File: src/rtl/alu_flag_stage.sv
// Registered execute-output stage: 2-entry valid/ready skid buffer carrying the ALU
// result, plus the architectural NZCV register and a per-transaction branch condition.
module alu_flag_stage #(
    parameter int         WIDTH      = 32,
    parameter logic [3:0] FLAG_RESET = 4'b0000
) (
    input  logic             clk,
    input  logic             reset,
    input  logic             in_valid,
    output logic             in_ready,
    input  logic [WIDTH-1:0] in_result,
    input  logic             in_zero,
    input  logic             in_overflow,
    input  logic             in_carry,
    input  logic             in_negative,
    input  logic [2:0]       in_f,
    input  logic             in_set_flags,
    input  logic [2:0]       in_cond,
    output logic             out_valid,
    input  logic             out_ready,
    output logic [WIDTH-1:0] out_result,
    output logic [2:0]       out_f,
    output logic             out_cond_true,
    output logic             out_illegal,
    output logic [3:0]       flags_q
);

    localparam logic [2:0] F_ADD = 3'b000;
    localparam logic [2:0] F_SUB = 3'b001;
    localparam logic [2:0] F_AND = 3'b010;
    localparam logic [2:0] F_OR  = 3'b011;
    localparam logic [2:0] F_SLT = 3'b101;

    localparam logic [2:0] C_AL  = 3'b000;
    localparam logic [2:0] C_EQ  = 3'b001;
    localparam logic [2:0] C_NE  = 3'b010;
    localparam logic [2:0] C_LT  = 3'b011;
    localparam logic [2:0] C_GE  = 3'b100;
    localparam logic [2:0] C_LTU = 3'b101;
    localparam logic [2:0] C_GEU = 3'b110;

    logic             accept;
    logic             emit;
    logic             f_legal;
    logic             f_arith;
    logic             flag_upd;
    logic             cond_new;
    logic [3:0]       flags_in;
    logic [3:0]       flags_src;

    logic             skid_full;
    logic [WIDTH-1:0] skid_result;
    logic [2:0]       skid_f;
    logic             skid_cond;
    logic             skid_illegal;

    // in_ready depends only on skid state, never combinationally on out_ready
    assign in_ready = ~skid_full;
    assign accept   = in_valid & in_ready;
    assign emit     = out_valid & out_ready;

    always_comb begin
        f_legal   = (in_f == F_ADD) || (in_f == F_SUB) || (in_f == F_AND) ||
                    (in_f == F_OR)  || (in_f == F_SLT);
        f_arith   = (in_f == F_ADD) || (in_f == F_SUB);
        // logical ops and SLT do not produce meaningful C/V
        flags_in  = {in_negative, in_zero, in_carry & f_arith, in_overflow & f_arith};
        flag_upd  = accept & in_set_flags & f_legal;
        flags_src = (in_set_flags && f_legal) ? flags_in : flags_q;
        case (in_cond)
            C_AL:    cond_new = 1'b1;
            C_EQ:    cond_new = flags_src[2];
            C_NE:    cond_new = ~flags_src[2];
            C_LT:    cond_new = flags_src[3] ^ flags_src[0];
            C_GE:    cond_new = ~(flags_src[3] ^ flags_src[0]);
            C_LTU:   cond_new = ~flags_src[1];
            C_GEU:   cond_new = flags_src[1];
            default: cond_new = 1'b0;
        endcase
    end

    always_ff @(posedge clk or posedge reset) begin
        if (reset) begin
            out_valid     <= 1'b0;
            out_result    <= '0;
            out_f         <= '0;
            out_cond_true <= 1'b0;
            out_illegal   <= 1'b0;
            skid_full     <= 1'b0;
            skid_result   <= '0;
            skid_f        <= '0;
            skid_cond     <= 1'b0;
            skid_illegal  <= 1'b0;
        end else if (emit && skid_full) begin
            // accept cannot coincide here since in_ready is low while skid is full
            out_result    <= skid_result;
            out_f         <= skid_f;
            out_cond_true <= skid_cond;
            out_illegal   <= skid_illegal;
            skid_full     <= 1'b0;
        end else if (accept && (!out_valid || emit)) begin
            out_valid     <= 1'b1;
            out_result    <= in_result;
            out_f         <= in_f;
            out_cond_true <= cond_new;
            out_illegal   <= ~f_legal;
        end else if (accept) begin
            skid_full     <= 1'b1;
            skid_result   <= in_result;
            skid_f        <= in_f;
            skid_cond     <= cond_new;
            skid_illegal  <= ~f_legal;
        end else if (emit) begin
            out_valid     <= 1'b0;
        end
    end

    always_ff @(posedge clk or posedge reset) begin
        if (reset) begin
            flags_q <= FLAG_RESET;
        end else if (flag_upd) begin
            flags_q <= flags_in;
        end
    end

endmodule
File: config.mk
export PLATFORM = sky130hd
export DESIGN_NAME = alu_flag_stage
export DESIGN_NICKNAME = d
export VERILOG_FILES = /design/src/rtl/alu_flag_stage.sv
export SDC_FILE = /design/constraint.sdc
export NUM_CORES = 1
export LEC_CHECK = 0
export ABC_AREA = 0
export BUFFER_PORTS_ARGS = -buffer_cell sky130_fd_sc_hd__buf_4
export CAP_MARGIN = 20
export CORE_MARGIN = 2
export CORE_UTILIZATION = 30
export DETAILED_ROUTE_END_ITERATION = 8
export PLACE_DENSITY = 0.63
export SYNTH_ARGS = -nofsm -noshare
export SYNTH_HDL_FRONTEND = slang
export SYNTH_SLANG_ARGS = --single-unit
File: constraint.sdc
create_clock -name clk -period 2.7 [get_ports clk]
set_clock_uncertainty 0.1 [all_clocks]
set_input_delay 0.54 -clock clk [delete_from_list [all_inputs] [get_ports clk]]
set_output_delay 0.54 -clock clk [all_outputs]
set_load 0.03 [all_outputs]
# After elaboration in Yosys (flattened, before gate mapping)
# Cells that the tools add are included.
totals:
  ff_bits: 80
  out_inout_bits: 43
op_classes:
  eq_ne: 12
  n_mux: 16
  bitwise: 14
  reduce_logical: 17
ops:
  columns: ["op", "n"]
  rows:
  - ["$mux W32", 2]
  - ["$eq A3 B2 Y1 const B", 4]
  - ["$eq A3 B3 Y1 const B", 4]
  - ["$mux W1", 10]
  - ["$not A1 Y1", 7]
  - ["$pmux W1 S7", 1]
  - ["$and A1 B1 Y1", 6]
  - ["$eq A3 B1 Y1 const B", 2]
  - ["$logic_not A3 Y1", 2]
  - ["$mux W3", 2]
  - ["$reduce_and A3 Y1", 2]
  - ["$reduce_bool A2 Y1", 3]
  - ["$logic_or A1 B1 Y1", 5]
  - ["$mux W4", 1]
  - ["$logic_and A1 B1 Y1", 3]
  - ["$ne A2 B1 Y1 const B", 1]
  - ["$ne A2 B2 Y1 const B", 1]
  - ["$reduce_and A2 Y1", 1]
  - ["$logic_not A1 Y1", 1]
  - ["$xor A1 B1 Y1", 1]

# Logic depth before layout (Yosys ltp)
logic_depth:
  depth_word: 12
  ltp_mapped: 7
  mapped_depth_nobuf: 6

# Least setup slack after synthesis
# OpenSTA, ideal clock, no wires.
synth_timing:
  kind: "register to register"
  startpoint: "reg skid_full"
  endpoint: "reg out_result[13]"
  setup_ns: 0.127
  t_arrival_ns: 1.522
  required_time_ns: 2.473
  slack_ns: 0.951
  path_stages_with_launch: 8
  n_path_buf: 1
  cell_sequence: "dfrtp_1 -> inv_1 -> nand2_1 -> nand2_1 -> nand2_2 -> buf_2 -> a222oi_1 -> inv_1"
synth_between:
  elab_chain_len: 4
  elab_cells_between_ends: 6
  cone_classes: "mux (1); bitwise (2); reduce/logical (3)"
synth_rtl:
  columns: ["element", "line", "text"]
  rows:
  - ["start: declaration", "51", "logic skid_full;"]
  - ["start signal: assignment", "89", "skid_full <= 1'b0;"]
  - ["start signal: assignment", "100", "skid_full <= 1'b0;"]
  - ["start signal: assignment", "108", "skid_full <= 1'b1;"]
  - ["$not A1 Y1", "58", "assign in_ready = ~skid_full;"]
  - ["named net in_ready", "10", "output logic in_ready,"]
  - ["$and A1 B1 Y1", "59", "assign accept = in_valid & in_ready;"]
  - ["$logic_and A1 B1 Y1", "101", "end else if (accept && (!out_valid || emit)) begin"]
  - ["$reduce_bool A2 Y1 (no line)", null, null]
  - ["end signal: assignment", "96", "out_result <= skid_result;"]
  - ["end signal: assignment", "103", "out_result <= in_result;"]
  - ["end: declaration", "21", "output logic [WIDTH-1:0] out_result,"]
# The timed path passes the listed nets, and every way through them passes these cells.
# A chain may end at the register's enable or synchronous reset.

# Worst setup path after layout
layout_timing:
  startpoint: "reg skid_full"
  endpoint: "reg out_result[11]"
layout_between:
  elab_chain_len: 4
  elab_cells_between_ends: 6
  cone_classes: "mux (1); bitwise (2); reduce/logical (3)"
layout_rtl:
  columns: ["element", "line"]
  rows:
  - ["$not A1 Y1", "58"]
  - ["$and A1 B1 Y1", "59"]
  - ["$logic_and A1 B1 Y1", "101"]
  - ["$reduce_bool A2 Y1 (no line)", null]
# Parallel ways exist; a longest one is shown, timed or not.

==> results.sh <==
export IMPL_outcome="completed"
export IMPL_hold_slack_ns=0.151
export IMPL_grt_overflow_total=0
export IMPL_power_w=0.00515
export IMPL_clock_fmax_mhz=475
export IMPL_antenna_found_initial=0
export IMPL_clock_sink_count=80
export IMPL_ys_seq_area_share_pct=60.4
export IMPL_dp_hpwl_um=5250
export IMPL_layout_min_cycle_time_ns=2.11
export IMPL_synth_edf_count=0
export IMPL_synthSimpleGateAreaFrac_pct=16.5
export IMPL_cp_required_ns=2.81
export IMPL_die_y_um=109
export IMPL_p_sw_w=0.00212
export IMPL_slew_violations=0
export IMPL_synth_area_um2=3320
export IMPL_setup_tns_ns=0
export IMPL_p_leak_nw=2.31
export IMPL_synth_top_family_by_area="simple AND/OR/NAND/NOR gates"
export IMPL_dieArea_um2=11900
export IMPL_clock_latency_ns=0.34
export IMPL_path_max_fanout=37
export IMPL_grt_pass1_wl_um=12800
export IMPL_vias=2768
export IMPL_synth_seq_cells=80
export IMPL_synth_cells=332
export IMPL_synth_adder_area_share_pct=0
export IMPL_io_pins=90
export IMPL_ant_nets=0
export IMPL_r2r_slack_ns=0.59
export IMPL_cts_root_buf="clkbuf_8"
export IMPL_ys_flop_type="dfrtp_1"
export IMPL_viasPerCell=4.91
export IMPL_hp_class="in2async"
export IMPL_synth_async_reset_ratio_pct=100
export IMPL_cts_max_path_buffers=2
export IMPL_setup_viol=0
export IMPL_drt_wl_total_um=7960
export IMPL_comb_power_share_pct=43.2
export IMPL_cp_end_kind="register"
export IMPL_synth_top_cell_by_area="dfrtp_1"
export IMPL_final_cell_mix="nand2_1, buf_4, dfrtp_1"
export IMPL_die_w_um=109
export IMPL_worstReg2RegStart="skid_full$_DFFE_PP0P_"
export IMPL_cts_inserted_buffers=9
export IMPL_synth_compound_area_share_pct=14.2
export IMPL_cts_hold_buffers=0
export IMPL_drive_gt1_share_pct=28.3
export IMPL_postSynthAreaPerCell_um2=9.99
export IMPL_rows=38
export IMPL_firstDrtPassIters=8
export IMPL_grt_pass1_vias=2640
export IMPL_cts_post_setup_buffers_inserted=0
export IMPL_dpl_cell_area_um2=4140
export IMPL_initial_core_util_pct=30.7
export IMPL_diodes=0
export IMPL_finalHoldViolations=0
export IMPL_grt_max_degree=49
export IMPL_rsz0062_at_grt="false"
export IMPL_synthesis_nets=379
export IMPL_htreeDepth=3
export IMPL_grt_usage_pct=13.7
export IMPL_synth_area_top_cells="dfrtp_1, nand2_1, a222oi_1"
export IMPL_power_density_nw_per_um2=1190
export IMPL_seqPwrFrac_pct=40.4
export IMPL_tightestPinTransition_ns=0.892
export IMPL_clockPowerShare_pct=16.4
export IMPL_yosysWarnings=0
export IMPL_layout_commonest_cell="nand2_1"
export IMPL_fin_area_um2=4320
export IMPL_route_detailed_drc=0
export IMPL_worstSetupPathType="reg2reg"
export IMPL_reg2reg_to="out_result[11]$_DFFE_PP0P_"
export IMPL_drtIter0Drc=317
export IMPL_max_cap_violations=0
export IMPL_synth_xor_area_share_pct=0.264
export IMPL_area_growth_pct=30.4
export IMPL_post_drt_wl_per_cell_um=14.1
export IMPL_cts_clk_slew_worst_paths_ns=0.08
export IMPL_max_vdd_ir_drop_mv=0.410
export IMPL_slew_headroom_pct=40.4
export IMPL_cts_resized_gates=0
export IMPL_arrival_ns=2.21
export IMPL_start_kind="register"
export IMPL_p_int_w=0.00303
export IMPL_reg2reg_depth=6
export IMPL_synth_mux_area_share_pct=1.62
export IMPL_synth_cell_types=32
export IMPL_yosysTopAreaCellShare_pct=60.4
export IMPL_place_congestion=0.751
export IMPL_cts_tree="built"
export IMPL_coreArea_um2=10800
export IMPL_port_buffers=89
export IMPL_min_period_over_period_pct=78.0
export IMPL_p_sw_share_pct=41.1
export IMPL_layout_nets=466
[worst max path at each step]
stage,start,endpoint,slack (ns),depth (start not counted)
after floorplan,reset,flags_q[0]$_DFFE_PP0P_,0.008,1
after global placement,in_valid,out_result[13]$_DFFE_PP0P_,0.57,6
after detailed placement,in_valid,out_result[11]$_DFFE_PP0P_,0.49,6
after CTS,skid_full$_DFFE_PP0P_,out_result[11]$_DFFE_PP0P_,0.59,6
after global routing,skid_full$_DFFE_PP0P_,out_result[27]$_DFFE_PP0P_,0.42,6
final,skid_full$_DFFE_PP0P_,out_result[11]$_DFFE_PP0P_,0.59,6
[critical path, stage by stage (launching register included)]
cell and delay (ns):
dfrtp_1 0.44, inv_1 0.10, nand2_1 0.16, nand2_1 0.12, nand2_2 0.45, a222oi_1 0.51, inv_1 0.07
[through the flow]
stage	cells	setup WS [ns]	util (%)
final	564	0.593	40.1
after global routing	564	0.425	40.1
after CTS	564	0.591	40.1
after detailed placement	548	0.494	38.3
after global placement	548	0.574	38.3
after floorplan	332	0.00826	-
[registers in the layout, summed over array words and instances (netlist names)]
signal         flops
flags_q            4
out_cond_true      1
out_f              3
out_illegal        1
out_result        32
out_valid          1
skid_cond          1
skid_f             3
skid_full          1
skid_illegal       1
skid_result       32
[routing by layer]
| layer | vias to the layer above | wire length, um | GRT usage, % |
|---|---|---|---|
| met2 | 112 | 3700 | 22.1 |
| li1 | 1308 | - | - |
| met4 | 0 | 80 | 4.49 |
| met1 | 1339 | 3570 | 18.0 |
| met5 | - | 0 | 0 |
| met3 | 9 | 609 | 3.47 |
[power by group through the flow]
stage | clock (W) | sequential [W] | combinational [W]
global placement | 0 | 0.00208 | 0.00219
floorplan | 0 | 0.00259 | 0.000939
CTS | 0.000885 | 0.00208 | 0.00225
finish | 0.000845 | 0.00208 | 0.00223
global route | 0.000931 | 0.00215 | 0.00242
detailed placement | 0 | 0.00210 | 0.00225
[cell type report]
type	instances	area, um2
Fill cell	1069	6470
Sequential cell	80	2000
Multi-Input combinational cell	193	1090
Timing Repair Buffer	93	711
Tap cell	140	175
Inverter	42	159
Clock buffer	10	128
Clock inverter	6	60.1
[synth_stat cells, drive strengths merged, types with 2 or more instances]
cell type and instances:
o21ai 11, nor2b 3, a222oi 35, a21oi 3
dfrtp 80, nand3 2, nand2 115, buf 11
nor2 7, nor3b 2, inv 42, mux2i 2
mux2 3, clkbuf 6
[kinds of logic after synthesis]
family / Yosys count
AOI/OAI and AO/OA: 53
buffers and inverters: 59
DFF: 80
and+or+nand+nor: 134
muxes: 5
xor gates and xnor gates: 1
Note: power is estimated with default switching activity, not from simulation.
